==> config.mk <==
export PLATFORM = sky130hd
export DESIGN_NAME = instr_prefetch
export DESIGN_NICKNAME = d
export VERILOG_FILES = /design/src/rtl/instr_prefetch_pkg.sv /design/src/rtl/instr_fifo.sv /design/src/rtl/instr_prefetch.sv
export SDC_FILE = /design/constraint.sdc
export NUM_CORES = 1
export LEC_CHECK = 0
export BUFFER_PORTS_ARGS = -buffer_cell sky130_fd_sc_hd__buf_2
export CAP_MARGIN = 40
export CORE_MARGIN = 2
export CORE_UTILIZATION = 45
export CTS_BUF_LIST = sky130_fd_sc_hd__clkbuf_8
export DETAILED_ROUTE_END_ITERATION = 7
export PLACE_DENSITY = 0.75
export REMOVE_ABC_BUFFERS = 1
export SYNTH_ARGS = -nofsm -noshare
export SYNTH_HDL_FRONTEND = slang
export SYNTH_SLANG_ARGS = --single-unit
==> constraint.sdc <==
create_clock -name clk -period 7.09 [get_ports clk]
set_input_delay 1.418 -clock clk [delete_from_list [all_inputs] [get_ports clk]]
set_output_delay 1.418 -clock clk [all_outputs]
set_load 0.02 [all_outputs]
==> src/rtl/instr_prefetch_pkg.sv <==
// rtl/instr_prefetch_pkg.sv - shared constants and FSM state type for the instruction prefetcher
// Contents: default DEPTH/AW/RESET_PC values and the assembly FSM state enum.
package instr_prefetch_pkg;

  localparam int          DEPTH_DEF    = 4;
  localparam int          AW_DEF       = 5;
  localparam logic [31:0] RESET_PC_DEF = 32'h0;

  // FILL: assembling bytes of the word at fetch_pc.
  // HOLD: all four bytes captured, waiting for a FIFO slot.
  typedef enum logic {
    FILL = 1'b0,
    HOLD = 1'b1
  } pf_state_t;

endpackage

==> src/rtl/instr_fifo.sv <==
// rtl/instr_fifo.sv - prefetch FIFO of {pc, instr} entries with push/pop/clear
// Ports: clk, rst_n (sync, active-low), clear (flush), push/push_data, pop,
//        head_data (entry at read pointer), full, empty, count.
module instr_fifo #(
  parameter int DEPTH = 4
) (
  input  logic                       clk,
  input  logic                       rst_n,
  input  logic                       clear,
  input  logic                       push,
  input  logic [63:0]                push_data,
  input  logic                       pop,
  output logic [63:0]                head_data,
  output logic                       full,
  output logic                       empty,
  output logic [$clog2(DEPTH):0]     count
);

  localparam int PW = $clog2(DEPTH);

  logic [63:0]   mem [DEPTH];
  logic [PW-1:0] wr_ptr;
  logic [PW-1:0] rd_ptr;
  logic [PW:0]   cnt_q;
  logic          do_push;
  logic          do_pop;

  assign full      = (cnt_q == (PW+1)'(DEPTH));
  assign empty     = (cnt_q == '0);
  assign count     = cnt_q;
  assign head_data = mem[rd_ptr];

  // A pop frees the head slot at the same edge, so a push into a full FIFO is legal then.
  assign do_pop  = pop && !empty;
  assign do_push = push && (!full || do_pop);

  always_ff @(posedge clk) begin
    if (do_push) begin
      mem[wr_ptr] <= push_data;
    end
  end

  always_ff @(posedge clk) begin
    if (!rst_n || clear) begin
      wr_ptr <= '0;
      rd_ptr <= '0;
      cnt_q  <= '0;
    end else begin
      if (do_push) wr_ptr <= wr_ptr + PW'(1);
      if (do_pop)  rd_ptr <= rd_ptr + PW'(1);
      case ({do_push, do_pop})
        2'b10:   cnt_q <= cnt_q + (PW+1)'(1);
        2'b01:   cnt_q <= cnt_q - (PW+1)'(1);
        default: cnt_q <= cnt_q;
      endcase
    end
  end

endmodule

==> src/rtl/instr_prefetch.sv <==
// rtl/instr_prefetch.sv - byte-wide instruction prefetcher assembling 32-bit words into a FIFO
// Ports: clk, rst_n (sync, active-low); redirect_valid/redirect_pc (fetch restart);
//        imem_addr/imem_rdata (async byte memory); out_valid/out_instr/out_pc/out_ready (head).
module instr_prefetch
  import instr_prefetch_pkg::*;
#(
  parameter int          DEPTH    = DEPTH_DEF,
  parameter int          AW       = AW_DEF,
  parameter logic [31:0] RESET_PC = RESET_PC_DEF
) (
  input  logic          clk,
  input  logic          rst_n,
  input  logic          redirect_valid,
  input  logic [31:0]   redirect_pc,
  output logic [AW-1:0] imem_addr,
  input  logic [7:0]    imem_rdata,
  output logic          out_valid,
  output logic [31:0]   out_instr,
  output logic [31:0]   out_pc,
  input  logic          out_ready
);

  pf_state_t              state;
  logic [31:0]            fetch_pc;
  logic [1:0]             cnt;
  logic [31:0]            word_q;

  logic                   pop;
  logic                   push;
  logic [63:0]            push_data;
  logic [63:0]            head_data;
  logic                   fifo_full;
  logic                   fifo_empty;
  logic [$clog2(DEPTH):0] fifo_count;
  logic                   last_byte;
  logic                   slot_free;

  // cnt stays at 3 in HOLD, so the address naturally freezes on the last byte.
  assign imem_addr = fetch_pc[AW-1:0] + AW'(cnt);

  assign out_valid = (fifo_count != '0);
  assign out_instr = fifo_empty ? 32'h0 : head_data[31:0];
  assign out_pc    = fifo_empty ? 32'h0 : head_data[63:32];

  // A redirect voids any same-cycle pop and push; the FIFO is cleared instead.
  assign pop       = out_valid && out_ready && !redirect_valid;
  assign slot_free = !fifo_full || pop;
  assign last_byte = (state == FILL) && (cnt == 2'd3);
  assign push      = !redirect_valid && ((last_byte && slot_free) || (state == HOLD && pop));
  assign push_data = (state == HOLD) ? {fetch_pc, word_q} : {fetch_pc, word_q[31:8], imem_rdata};

  instr_fifo #(
    .DEPTH(DEPTH)
  ) u_fifo (
    .clk       (clk),
    .rst_n     (rst_n),
    .clear     (redirect_valid),
    .push      (push),
    .push_data (push_data),
    .pop       (pop),
    .head_data (head_data),
    .full      (fifo_full),
    .empty     (fifo_empty),
    .count     (fifo_count)
  );

  always_ff @(posedge clk) begin
    if (!rst_n) begin
      state    <= FILL;
      fetch_pc <= RESET_PC;
      cnt      <= 2'd0;
      word_q   <= 32'h0;
    end else if (redirect_valid) begin
      state    <= FILL;
      fetch_pc <= redirect_pc;
      cnt      <= 2'd0;
      word_q   <= 32'h0;
    end else begin
      case (state)
        FILL: begin
          case (cnt)
            2'd0:    word_q[31:24] <= imem_rdata;
            2'd1:    word_q[23:16] <= imem_rdata;
            2'd2:    word_q[15:8]  <= imem_rdata;
            default: word_q[7:0]   <= imem_rdata;
          endcase
          if (cnt != 2'd3) begin
            cnt <= cnt + 2'd1;
          end else if (slot_free) begin
            fetch_pc <= fetch_pc + 32'd4;
            cnt      <= 2'd0;
          end else begin
            state <= HOLD;
          end
        end
        HOLD: begin
          if (pop) begin
            state    <= FILL;
            fetch_pc <= fetch_pc + 32'd4;
            cnt      <= 2'd0;
          end
        end
        default: state <= FILL;
      endcase
    end
  end

endmodule
==> impl_metrics.prom <==
# TYPE chip_impl_metric gauge
chip_impl_info{name="clk_root_buffer_cell",value="sky130_fd_sc_hd__clkbuf_8"} 1
chip_impl_metric{name="ys_warn_count",unit=""} 0
chip_impl_info{name="sort_of_element_at_the_start_of_the_critical_path",value="flop"} 1
chip_impl_metric{name="vias_in_the_first_global_route",unit=""} 7668
chip_impl_metric{name="pin_count",unit=""} 114
chip_impl_metric{name="fillers",unit=""} 2424
chip_impl_metric{name="worst_setup_hold_path_clk_slew",unit="ns"} 0.06
chip_impl_metric{name="routed_wirelength",unit="mm"} 28.1
chip_impl_info{name="run_status",value="finished, final reports clean"} 1
chip_impl_metric{name="floorplan.core_area",unit="mm2"} 0.0296
chip_impl_info{name="grt_setup_unrepaired",value="false"} 1
chip_impl_metric{name="grt_use_total",unit="%"} 18.2
chip_impl_metric{name="setup_viol_count_final",unit=""} 0
chip_impl_info{name="timing.setup.critical_path_class",value="reg2out"} 1
chip_impl_metric{name="layout_worst_path_cycle_share",unit="%"} 62.7
chip_impl_metric{name="globalRouteMet3Util",unit="%"} 3.65
chip_impl_metric{name="r2r_slack",unit="ns"} 3.60
chip_impl_metric{name="max-slew-margin-rel",unit="%"} 42.9
chip_impl_metric{name="initial_core_util",unit="%"} 45.5
chip_impl_metric{name="holdWs",unit="ns"} 0.452
chip_impl_metric{name="first_pass_grt_wire_length",unit="mm"} 43.1
chip_impl_metric{name="cts_buffers",unit=""} 50
chip_impl_metric{name="finalSetupTns",unit="ns"} 0
chip_impl_metric{name="slew_at_the_pin_with_the_worst_max_slew_slack",unit="ns"} 0.851
chip_impl_metric{name="port-buffer-count",unit=""} 113
chip_impl_metric{name="share_of_final_layout_standard_cells_stronger_than_drive_strength_1",unit="%"} 27.2
chip_impl_metric{name="cts.htree.levels",unit=""} 2
chip_impl_metric{name="synthAdderAreaFrac",unit="%"} 1.41
chip_impl_metric{name="fraction_of_the_mapped_netlist_area_in_compound_gates",unit="%"} 3.99
chip_impl_info{name="hold_class",value="reg2reg"} 1
chip_impl_metric{name="grt_start_max_net_pins",unit=""} 48
chip_impl_metric{name="netlist_instances",unit=""} 850
chip_impl_metric{name="cts_post_setup_buffers_inserted",unit=""} 0
chip_impl_metric{name="ys_seq_area_share",unit="%"} 68.4
chip_impl_metric{name="p_leak",unit="nW"} 5.40
chip_impl_info{name="tritoncts_clock_tree",value="yes"} 1
chip_impl_info{name="worstSetupEndpointType",value="output port"} 1
chip_impl_metric{name="grt_overflow_total",unit=""} 0
chip_impl_metric{name="ys_ff_latch",unit=""} 332
chip_impl_metric{name="die_y",unit="um"} 177
chip_impl_metric{name="ant_nets",unit=""} 0
chip_impl_metric{name="cts_repair_resize_count",unit=""} 0
chip_impl_metric{name="diode_insertion_count_for_antenna_repair",unit=""} 0
chip_impl_metric{name="max_slew_vio_count",unit=""} 0
chip_impl_metric{name="max_cap_violations",unit=""} 0
chip_impl_metric{name="clock-sinks",unit=""} 332
chip_impl_metric{name="postSynth.asyncResetShare",unit="%"} 0
chip_impl_metric{name="nNetsFinal",unit=""} 1043
chip_impl_metric{name="drc_errors",unit=""} 0
chip_impl_metric{name="fp-row-count",unit=""} 63
chip_impl_metric{name="simple_gate_share_of_the_synthesized_area",unit="%"} 9.83
chip_impl_info{name="ys.flop_type",value="sky130_fd_sc_hd__edfxtp_1"} 1
chip_impl_metric{name="netlist_area",unit="mm2"} 0.0135
chip_impl_metric{name="post-layout-total-power",unit="mW"} 3.73
chip_impl_metric{name="gr-usage-met1",unit="%"} 24.7
chip_impl_info{name="most_common_library_cell_in_the_layout_ignoring_fill_and_taps",value="sky130_fd_sc_hd__edfxtp_1"} 1
chip_impl_metric{name="peakVddDrop",unit="mV"} 0.117
chip_impl_metric{name="area_growth",unit="%"} 15.0
chip_impl_metric{name="clock_insertion_delay_worst_skew",unit="ns"} 0.56
chip_impl_metric{name="p_per_area",unit="mW/mm2"} 241
chip_impl_metric{name="cp_max_fo",unit=""} 37
chip_impl_metric{name="min_period",unit="ns"} 4.45
chip_impl_info{name="most_used_cells_in_the_layout_excluding_fill_and_tap_cells",value="sky130_fd_sc_hd__edfxtp_1, sky130_fd_sc_hd__buf_2, sky130_fd_sc_hd__dfxtp_1"} 1
chip_impl_metric{name="synthMuxAreaShare",unit="%"} 13.2
chip_impl_metric{name="holdBufCountCts",unit=""} 0
chip_impl_metric{name="routabilityCongestion",unit=""} 0.780
chip_impl_metric{name="global_route.usage.met2",unit="%"} 29.8
chip_impl_metric{name="first_pass_iters",unit=""} 5
chip_impl_metric{name="ys_types",unit=""} 49
chip_impl_metric{name="hold_violations",unit=""} 0
chip_impl_metric{name="antenna_violations_before_repair",unit=""} 0
chip_impl_metric{name="skew",unit="ns"} 0.0143
chip_impl_metric{name="fmax",unit="MHz"} 225
chip_impl_metric{name="chipWidth",unit="um"} 177
chip_impl_metric{name="postSynthAreaPerCell",unit="um2"} 15.8
chip_impl_metric{name="dr_iter_0_viols",unit=""} 562
chip_impl_metric{name="worst_ep_required_time",unit="ns"} 5.67
chip_impl_metric{name="crit_path_dat",unit="ns"} 3.03
chip_impl_metric{name="die_area",unit="mm2"} 0.0313
chip_impl_metric{name="synth-xor-area-share",unit="%"} 1.50
chip_impl_metric{name="synth_edf_count",unit=""} 256
chip_impl_metric{name="drt-vias-per-instance",unit=""} 5.44
chip_impl_metric{name="drt-wirelength-per-cell",unit="um"} 19.8
chip_impl_metric{name="cts_max_path_buffers",unit=""} 3
chip_impl_info{name="global_route.peak_usage_layer",value="met2"} 1
chip_impl_info{name="synth_top_family_by_area",value="multiplexers"} 1
chip_impl_metric{name="route.vias.total",unit=""} 7705
chip_impl_metric{name="detailed_place_hpwl",unit="mm"} 17.4
## flip-flops by register name, indices dropped and copies added, names as in the netlist, named ones only
signal         count
cnt                2
u_fifo.count       3
fetch_pc          32
word_q            32
state              1
u_fifo.rd_ptr      2
u_fifo.mem       256
u_fifo.wr_ptr      2
## layout make-up
type                       count  area [um2]  area share, %
sequential                   332        9210           59.5
clock inverter                33         155           1.00
inverter                      15        56.3          0.364
multi-input combinational    460        4030           26.0
clock buffer                  60         826           5.33
timing repair buffer         126         713           4.61
tap                          390         488           3.15
## worst max-delay path: stages, from the launching register on
cell,delay [ns]
sky130_fd_sc_hd__dfxtp_4,0.89
sky130_fd_sc_hd__buf_4,0.61
sky130_fd_sc_hd__mux4_2,0.63
sky130_fd_sc_hd__and2_1,0.18
sky130_fd_sc_hd__buf_2,0.15
## metal layers
layer / share of wire (%) / wire length (um)
met1: 42 / 11700
met2: 49 / 13700
met3: 7.5 / 2120
met4: 2.1 / 578
met5: 0 / 0
## Yosys cell counts, drive strengths merged, types with 9 or more instances
master	number	share of area, %
a21oi	32	1.2
and2	71	3.3
buf	11	0.39
clkbuf	32	0.89
dfxtp	76	11
edfxtp	256	57
ha	12	1.1
inv	15	0.42
mux2	9	0.75
mux2i	23	1.7
mux4	64	11
nand2	52	1.4
nand3	12	0.45
nand4	14	0.87
nor2	31	0.86
nor3	12	0.45
o21ai	35	1.3
xnor2	13	0.85
xor2	10	0.65
## worst paths after layout
path              cells after the start                end  startpoint
setup reg to reg                      5  u_fifo.mem[0][57]       state
hold reg to reg                       2          word_q[0]   word_q[0]
hold / removal                        2          word_q[0]   word_q[0]
setup / recovery                      4      out_instr[14]        flop
## cells by family after synthesis
group,after synthesis
DFF,332
adders and majority gates,14
muxes,96
xor gates and xnor gates,23
buffers and inverters,58
AOI/OAI and AO/OA,93
and+or+nand+nor,234
## power breakdown
| group | total, mW | switching [mW] | leakage (nW) | internal [mW] |
|---|---|---|---|---|
| clock | 1.49 | 0.692 | 0.609 | 0.800 |
| combinational | 0.0973 | 0.0579 | 1.85 | 0.0394 |
| sequential | 2.14 | 0.0347 | 2.95 | 2.11 |
| total | 3.73 | 0.785 | 5.40 | 2.95 |
## per-stage QoR
step           worst slack, ns  util, %  area (um2)  instances
2_1_floorplan             2.07        -       13300        807
3_3_place_gp              2.66     48.8       14400       1318
3_5_place_dp              2.81     49.1       14500       1323
4_1_cts                   2.52     52.4       15500       1416
5_1_grt                   2.37     52.4       15500       1416
6_report                  2.64     52.4       15500       1416
No activity file was read; power rests on OpenSTA's default activity.
